[src/rtl/sync_fifo_param.sv]
// Parametrised single-clock FIFO with fill count, almost-full/empty thresholds,
// sticky overflow/underflow flags and an optional first-word-fall-through read port.
module sync_fifo_param #(
    parameter int DWIDTH    = 8,
    parameter int DEPTH     = 16,
    parameter int AFULL_TH  = 12,
    parameter int AEMPTY_TH = 4,
    parameter int FWFT      = 0
) (
    input  logic                       clk,
    input  logic                       rst,
    input  logic                       wr,
    input  logic [DWIDTH-1:0]          din,
    input  logic                       rd,
    output logic [DWIDTH-1:0]          dout,
    output logic                       full,
    output logic                       empty,
    output logic                       almost_full,
    output logic                       almost_empty,
    output logic [$clog2(DEPTH):0]     count,
    output logic                       overflow,
    output logic                       underflow,
    input  logic                       clr_err
);
    localparam int AW = $clog2(DEPTH);
    localparam int CW = AW + 1;

    logic [DWIDTH-1:0] r_mem [DEPTH];
    logic [AW-1:0]     r_wptr;
    logic [AW-1:0]     r_rptr;
    logic [CW-1:0]     r_count;
    logic              r_overflow;
    logic              r_underflow;
    logic              w_wr_ok;
    logic              w_rd_ok;

    // Handshake: wr/rd are requests; a request is accepted in the cycle it is
    // asserted when w_wr_ok/w_rd_ok is high, otherwise it is dropped and flagged.
    // A read on a full FIFO frees the slot the concurrent write needs.
    assign w_rd_ok = rd && !empty;
    assign w_wr_ok = wr && (!full || w_rd_ok);

    assign count        = r_count;
    assign full         = (r_count == CW'(DEPTH));
    assign empty        = (r_count == '0);
    assign almost_full  = (r_count >= CW'(AFULL_TH));
    assign almost_empty = (r_count <= CW'(AEMPTY_TH));
    assign overflow     = r_overflow;
    assign underflow    = r_underflow;

    always_ff @(posedge clk) begin
        if (w_wr_ok && !rst) begin
            r_mem[r_wptr] <= din;
        end
    end

    always_ff @(posedge clk) begin
        if (rst) begin
            r_wptr  <= '0;
            r_rptr  <= '0;
            r_count <= '0;
        end else begin
            if (w_wr_ok) begin
                r_wptr <= r_wptr + 1'b1;
            end
            if (w_rd_ok) begin
                r_rptr <= r_rptr + 1'b1;
            end
            if (w_wr_ok && !w_rd_ok) begin
                r_count <= r_count + 1'b1;
            end else if (w_rd_ok && !w_wr_ok) begin
                r_count <= r_count - 1'b1;
            end
        end
    end

    // A new error in the same cycle as clr_err keeps the flag set.
    always_ff @(posedge clk) begin
        if (rst) begin
            r_overflow  <= 1'b0;
            r_underflow <= 1'b0;
        end else begin
            if (wr && !w_wr_ok) begin
                r_overflow <= 1'b1;
            end else if (clr_err) begin
                r_overflow <= 1'b0;
            end
            if (rd && !w_rd_ok) begin
                r_underflow <= 1'b1;
            end else if (clr_err) begin
                r_underflow <= 1'b0;
            end
        end
    end

    generate
        if (FWFT != 0) begin : g_fwft
            assign dout = empty ? '0 : r_mem[r_rptr];
        end else begin : g_std
            logic [DWIDTH-1:0] r_dout;
            always_ff @(posedge clk) begin
                if (rst) begin
                    r_dout <= '0;
                end else if (w_rd_ok) begin
                    r_dout <= r_mem[r_rptr];
                end
            end
            assign dout = r_dout;
        end
    endgenerate

endmodule

[config.mk]
export PLATFORM = sky130hd
export DESIGN_NAME = sync_fifo_param
export DESIGN_NICKNAME = d
export VERILOG_FILES = /design/src/rtl/sync_fifo_param.sv
export SDC_FILE = /design/constraint.sdc
export NUM_CORES = 1
export LEC_CHECK = 0
export CELL_PAD_IN_SITES_DETAIL_PLACEMENT = 0
export CELL_PAD_IN_SITES_GLOBAL_PLACEMENT = 1
export CORE_MARGIN = 1.5
export CORE_UTILIZATION = 46
export CTS_CLUSTER_SIZE = 28
export DETAILED_ROUTE_END_ITERATION = 7
export GPL_ROUTABILITY_DRIVEN = 0
export PLACE_DENSITY_LB_ADDON = 0.25
export REMOVE_ABC_BUFFERS = 1
export SLEW_MARGIN = 20
export SYNTH_ARGS = -nofsm -noshare
export SYNTH_HDL_FRONTEND = slang
export SYNTH_SLANG_ARGS = --single-unit
[constraint.sdc]
create_clock -name clk -period 2.41 [get_ports clk]
set_input_delay 0.3615 -clock clk [delete_from_list [all_inputs] [get_ports clk]]
set_output_delay 0.3615 -clock clk [all_outputs]
set_load 0.03 [all_outputs]
==> results of run 1 <==
==> registers in the layout (all words and copies together), names as in the netlist <==
| name | flops |
|---|---|
| r_wptr | 4 |
| overflow | 1 |
| underflow | 1 |
| dout | 8 |
| r_rptr | 4 |
| count | 5 |
| r_mem | 128 |
==> how the worst max path moves through the flow <==
stage	from	end	slack (ns)
after floorplan	count[2]	count[4]	-0.78
after global placement	rd	count[4]	-0.33
after CTS	count[3]	count[4]	-0.01
after detailed placement	rd	count[4]	-0.43
after global routing	count[0]	count[4]	-0.11
final	count[0]	count[4]	-0.02
==> placed cells by master, fill, tap and decap left out, drive strengths merged, types with 4 or more instances in the layout <==
cell type / instances
edfxtp: 128
nor2: 48
buf: 39
mux2i: 35
clkdlybuf4s50: 29
dfxtp: 23
clkbuf: 18
mux4: 16
o22ai: 16
nand2: 12
inv: 12
ha: 10
clkinv: 10
nor3: 9
nor4: 9
a22o: 8
xor2: 7
a21oi: 6
bufinv: 4
==> synth_stat cells (all sizes together) <==
| library cell | instances |
|---|---|
| edfxtp | 128 |
| nor2 | 48 |
| mux2i | 35 |
| dfxtp | 23 |
| mux4 | 16 |
| o22ai | 16 |
| buf | 12 |
| inv | 12 |
| nand2 | 12 |
| ha | 10 |
| nor3 | 9 |
| nor4 | 9 |
| a22o | 8 |
| xor2 | 7 |
| a21oi | 6 |
| clkbuf | 6 |
| nand3 | 2 |
| nand3b | 2 |
| nand4 | 2 |
| nor2b | 2 |
| or3 | 2 |
| xnor2 | 2 |
| a21o | 1 |
| a22oi | 1 |
| a31oi | 1 |
| a32oi | 1 |
| and2 | 1 |
| fa | 1 |
| mux2 | 1 |
| o21a | 1 |
==> area by class of cell <==
class	instances	area, um^2
fill	1038	5270
sequential	151	4310
multi-input combinational	196	1680
timing repair buffer	70	621
clock buffer	18	429
tap	172	215
clock inverter	14	163
inverter	12	45.0
==> worst max-delay path, delay by kind of cell, from the launching register on <==
family	cells	cell delay (ns)
AO/OA/AOI/OAI	3	0.28
multiplexers	2	0.53
AND/OR/NAND/NOR	1	0.26
adder cells (fa/ha/maj)	2	0.55
flip-flops	1	0.33
buffers and inverters	3	0.36
==> where the power goes <==
group	leakage [nW]	total, mW	switching (mW)	internal, mW
clock	0.292	2.64	0.946	1.70
combinational	0.883	1.93	1.04	0.887
sequential	1.34	3.06	0.0891	2.97
total	2.52	7.63	2.08	5.56
==> what timing repair did <==
| action | 4_1_cts | 5_1_grt |
|---|---|---|
| setup endpoints to repair | 2 | 2 |
| pin swaps | 2 | 6 |
| setup buffers | 0 | 1 |
| cloned | 0 | 0 |
| hold buffers | 0 | 0 |
| endpoints found under the hold margin | 0 | 0 |
| resized for setup | 11 | 6 |
==> per-stage QoR <==
step	hold WS, ns	total power, mW	instance area [um^2]
floorplan	0.434	4.21	5950
global placement	0.479	4.93	6780
detailed placement	0.483	4.97	6780
CTS	0.495	7.66	7430
global route	0.520	7.97	7460
finish	0.491	7.63	7460
==> per-layer routing <==
| layer | global-route usage | part of all wire |
|---|---|---|
| met4 | 0.0587 | 0.014 |
| met1 | 0.256 | 0.44 |
| met3 | 0.0538 | 0.055 |
| met5 | 0 | 0 |
| met2 | 0.303 | 0.49 |
==> logic make-up after synthesis <==
family                   Yosys count  share of synthesized area
XOR/XNOR                           9                     0.0130
buffers and inverters             30                     0.0234
AO/OA/AOI/OAI                     35                     0.0403
AND/OR/NAND/NOR                   89                     0.0685
adder cells (fa/ha/maj)           11                     0.0240
multiplexers                      52                      0.119
flip-flops                       151                      0.711
==> metrics.md, run 1 <==
| Metric | Value |
|---|---|
| R2R depth | 11 |
| Final cell count without fillers | 633 |
| CP cell instances | nor4_4, buf_4, a31oi_4, ha_4, buf_6, fa_2, inv_2, a21o_1, a21oi_2, mux2i_1, mux2_2 |
| Setup TNS | -0.0160 ns |
| Clock sink count | 151 |
| Avg WL per Cell | 19.6 um |
| RSZ-0062 raised after global routing | yes |
| CTS H-tree depth | 4 |
| Ant. Diodes | 0 |
| Yosys Warn Count | 0 |
| Gr usage total | 0.190 |
| Top-area cell type share of the netlist area | 0.635 |
| Fin. max-slew vios | 0 |
| Startpoint types | flop |
| Relative slew slack | 0.548 |
| WS Path Type | reg -> reg |
| Row count | 41 |
| Synthesized instance count | 377 |
| DIE HEIGHT | 118 um |
| Maximum root-to-sink buffer count | 2 |
| Peak VDD IR | 0.895 mV |
| Hold Crit Class | reg -> reg |
| Maxcap violations | 0 |
| CP arrival | 2.72 ns |
| Total CTS buffers | 17 |
| Sequential share of the synthesized area | 0.711 |
| GR Overflow Total | 0 |
| Util after Layout | 0.586 |
| Drt total wl | 12.4 mm |
| Largest net degree at the start of global routing | 24 |
| Post-route ant nets | 0 |
| Pre-CTS setup slack | -0.430 ns |
| Internal reg-to-reg setup slack | -0.02 ns |
| HPWL reported at the end of detailed placement | 7.84 mm |
| Top post-synthesis cells by area | edfxtp_1 64%, dfxtp_1 7.6%, mux4_2 6.0% |
| Setup ws final | -0.0160 ns |
| Clock transition at path regs | 0.06 ns |
| Worst Skew | 0.0162 ns |
| Min Tclk post-route | 2.43 ns |
| Pre-antenna DRT Iters | 4 |
| Sink of the worst hold path | dout[6] |
| Hold Startpoint | dout[6] |
| Library cells used by synthesis | 35 |
| Port bufs | 31 |
| Vias | 3,378 |
| CTS tree | built |
| Ratio of cells with drive above 1 in the final layout | 0.210 |
| Number of remaining DRC errors | 0 |
| Root Driver | clkbuf_16 |
| Post-Syn Area | 6050 um^2 |
| Worst flop-to-flop path startpoint | count[0] |
| Initial drt markers | 213 |
| Initial antenna violation count | 0 |
| Maximum clock rate | 0.412 GHz |
| Slowest cell on crit path | fa_2 |
| Status | finished, violations left |
| Crit Path Max Fanout | 4 |
| Number of synthesized register bits | 151 |
| DIE WIDTH | 118 um |
| Nets@finish | 472 |
| Hold path depth | 2 |
| Core area | 12,700 um^2 |
| Cell Count Post-Placement | 600 |
| Pwr Density | 1020 nW/um^2 |
| Final Hold Violating Endpoints | 0 |
| Critical path endpoint category | flop |
| Fin crit share | 1.01 |
| Finish-stage setup viols | 1 |
| Initial Util | 0.476 |
| Violated checks | setup timing |
| DR vias/cell | 5.34 |
| Synth Area per Inst | 16.0 um^2 |
| Max incr delay on CP | 0.36 ns |
| Worst-Skew Late Latency | 0.43 ns |
| Synth area leader | edfxtp_1 |
| R2R Path End | count[4] |
| LEAKAGE | 2.52 nW |
| Die area | 13,800 um^2 |
| First-pass GRT wire length | 19.3 mm |
| I/O pins | 32 |
| Area growth, synth to finish | 23.3% |
| Crit path required time | 2.71 ns |
| Worst Max-Slew Pin Slew | 0.676 ns |
| Number of global-route vias before repair | 3,427 |
(Power assumes the default switching activity.)
==> run 2, diff against run 1 <==
SLEW_MARGIN = unset   (was 20)
==> results of run 2 <==
No change in the layout: final DEF, timing and power equal those of run 1.
==> run 3, diff against run 2 <==
clock period = 2.1 ns   (was 2.41 ns; I/O delays follow)
==> metrics.md, run 3 (same netlist as run 1, synthesis figures left out) <==
| Metric | Value |
|---|---|
| Total CTS buffers | 17 |
| Pwr Density | 1170 nW/um^2 |
| Hold Crit Class | reg -> reg |
| HPWL reported at the end of detailed placement | 7.85 mm |
| Crit Path Max Fanout | 3 |
| Crit path required time | 2.41 ns |
| Initial antenna violation count | 0 |
| Pre-antenna DRT Iters | 4 |
| I/O pins | 32 |
| Max FFs per register | 128 |
| Die area | 13,800 um^2 |
| Worst-Skew Late Latency | 0.43 ns |
| Gr usage total | 0.191 |
| Port bufs | 31 |
| Grt met2 use | 0.304 |
| Finish-stage setup viols | 2 |
| Avg WL per Cell | 19.3 um |
| Critical path endpoint category | flop |
| RSZ-0062 raised after global routing | yes |
| Maximum root-to-sink buffer count | 2 |
| LEAKAGE | 2.55 nW |
| Root Driver | clkbuf_16 |
| Number of global-route vias before repair | 3,452 |
| Fillers | 1,013 |
| Relative slew slack | 0.567 |
| CP arrival | 2.67 ns |
| Clock sink count | 151 |
| Worst Max-Slew Pin Slew | 0.648 ns |
| Grt met1 use | 0.251 |
| Maxcap violations | 0 |
| GR peak layer | met2 |
| Initial Util | 0.476 |
| Setup ws final | -0.256 ns |
| Maximum clock rate | 0.424 GHz |
| First-pass GRT wire length | 19.2 mm |
| Most frequent cells in the layout | 128 x edfxtp_1, 48 x nor2_1, 45 x buf_4 |
| Largest net degree at the start of global routing | 23 |
| Final Hold Violating Endpoints | 0 |
| Ant. Diodes | 0 |
| Worst Skew | 0.0109 ns |
| DIE WIDTH | 118 um |
| Clock transition at path regs | 0.06 ns |
| DIE HEIGHT | 118 um |
| Area growth, synth to finish | 24.4% |
| Power Total | 8.78 mW |
| Row count | 41 |
| WS Path Type | reg -> reg |
| GR Overflow Total | 0 |
| Post-route ant nets | 0 |
| DR vias/cell | 5.27 |
| Nets@finish | 481 |
| Min Tclk post-route | 2.36 ns |
| Largest register by flop count | r_mem |
| Vias | 3,384 |
| Fin. max-slew vios | 0 |
| Startpoint types | flop |
| Drt total wl | 12.4 mm |
| GR Layer Usage met3 | 0.0557 |
| Peak VDD IR | 1.11 mV |
| Hold_buf cts | 0 |
| Violated checks | setup timing |
| Core area | 12,700 um^2 |
| Number of remaining DRC errors | 0 |
| Ratio of cells with drive above 1 in the final layout | 0.243 |
| CTS H-tree depth | 4 |
| Initial drt markers | 235 |
| Most common cell after layout, fill and taps aside | edfxtp_1 |
| Final hold slack | 0.492 ns |
| Status | finished, violations left |
| Fin crit share | 1.12 |
| CTS tree | built |
-- run 3: area by class of cell --
class / instances / area, um^2 / share of cell area
clock buffer: 18 / 429 / 0.0570
clock inverter: 14 / 155 / 0.0206
inverter: 12 / 45.0 / 0.00599
multi-input combinational: 196 / 1670 / 0.222
sequential: 151 / 4310 / 0.572
tap: 172 / 215 / 0.0286
timing repair buffer: 79 / 703 / 0.0935
-- run 3: path summary, 6_finish.rpt --
path / from / to / slack [ns] / depth (start not counted)
min: dout[1] / dout[1] / 0.49 / 2
max: count[3] / count[4] / -0.26 / 11
max reg2reg: count[3] / count[4] / -0.26 / 11
min reg2reg: dout[1] / dout[1] / 0.49 / 2
-- run 3: where the power goes --
| group | switching, mW | internal [mW] |
|---|---|---|
| combinational | 1.22 | 1.10 |
| clock | 1.21 | 1.75 |
| sequential | 0.0924 | 3.40 |
-- run 3: critical path: stages, from the launching register on --
cell	delay, ns
dfxtp_2	0.33
nor4_2	0.27
buf_4	0.19
a31oi_4	0.11
ha_4	0.19
buf_6	0.11
fa_2	0.34
inv_1	0.07
a21o_1	0.11
a21oi_2	0.05
mux2i_1	0.15
mux2_2	0.34
-- run 3: through the flow --
stage / utilization / instance area, um^2 / TNS (ns) / setup slack, ns / std cells
2_1_floorplan: - / 5950 / -8.44 / -1.09 / 359
3_3_place_gp: 0.537 / 6840 / -1.35 / -0.596 / 606
3_5_place_dp: 0.537 / 6840 / -1.47 / -0.620 / 606
4_1_cts: 0.591 / 7520 / -0.358 / -0.242 / 641
5_1_grt: 0.591 / 7520 / -0.766 / -0.361 / 642
6_report: 0.591 / 7520 / -0.391 / -0.256 / 642
-- run 3: metal layers --
metal	part of all wire	vias to the layer above	wire length, um
li1	-	1606	-
met1	0.46	1687	5740
met2	0.48	81	5990
met3	0.045	10	558
met4	0.0086	0	106
met5	0	-	0
-- run 3: repair_timing --
item | in CTS | in global routing
setup endpoints to repair | 7 | 6
endpoints found under the hold margin | 0 | 0
setup buffers | 3 | 2
cloned | 0 | 0
pin swaps | 7 | 4
gates resized for setup | 21 | 11
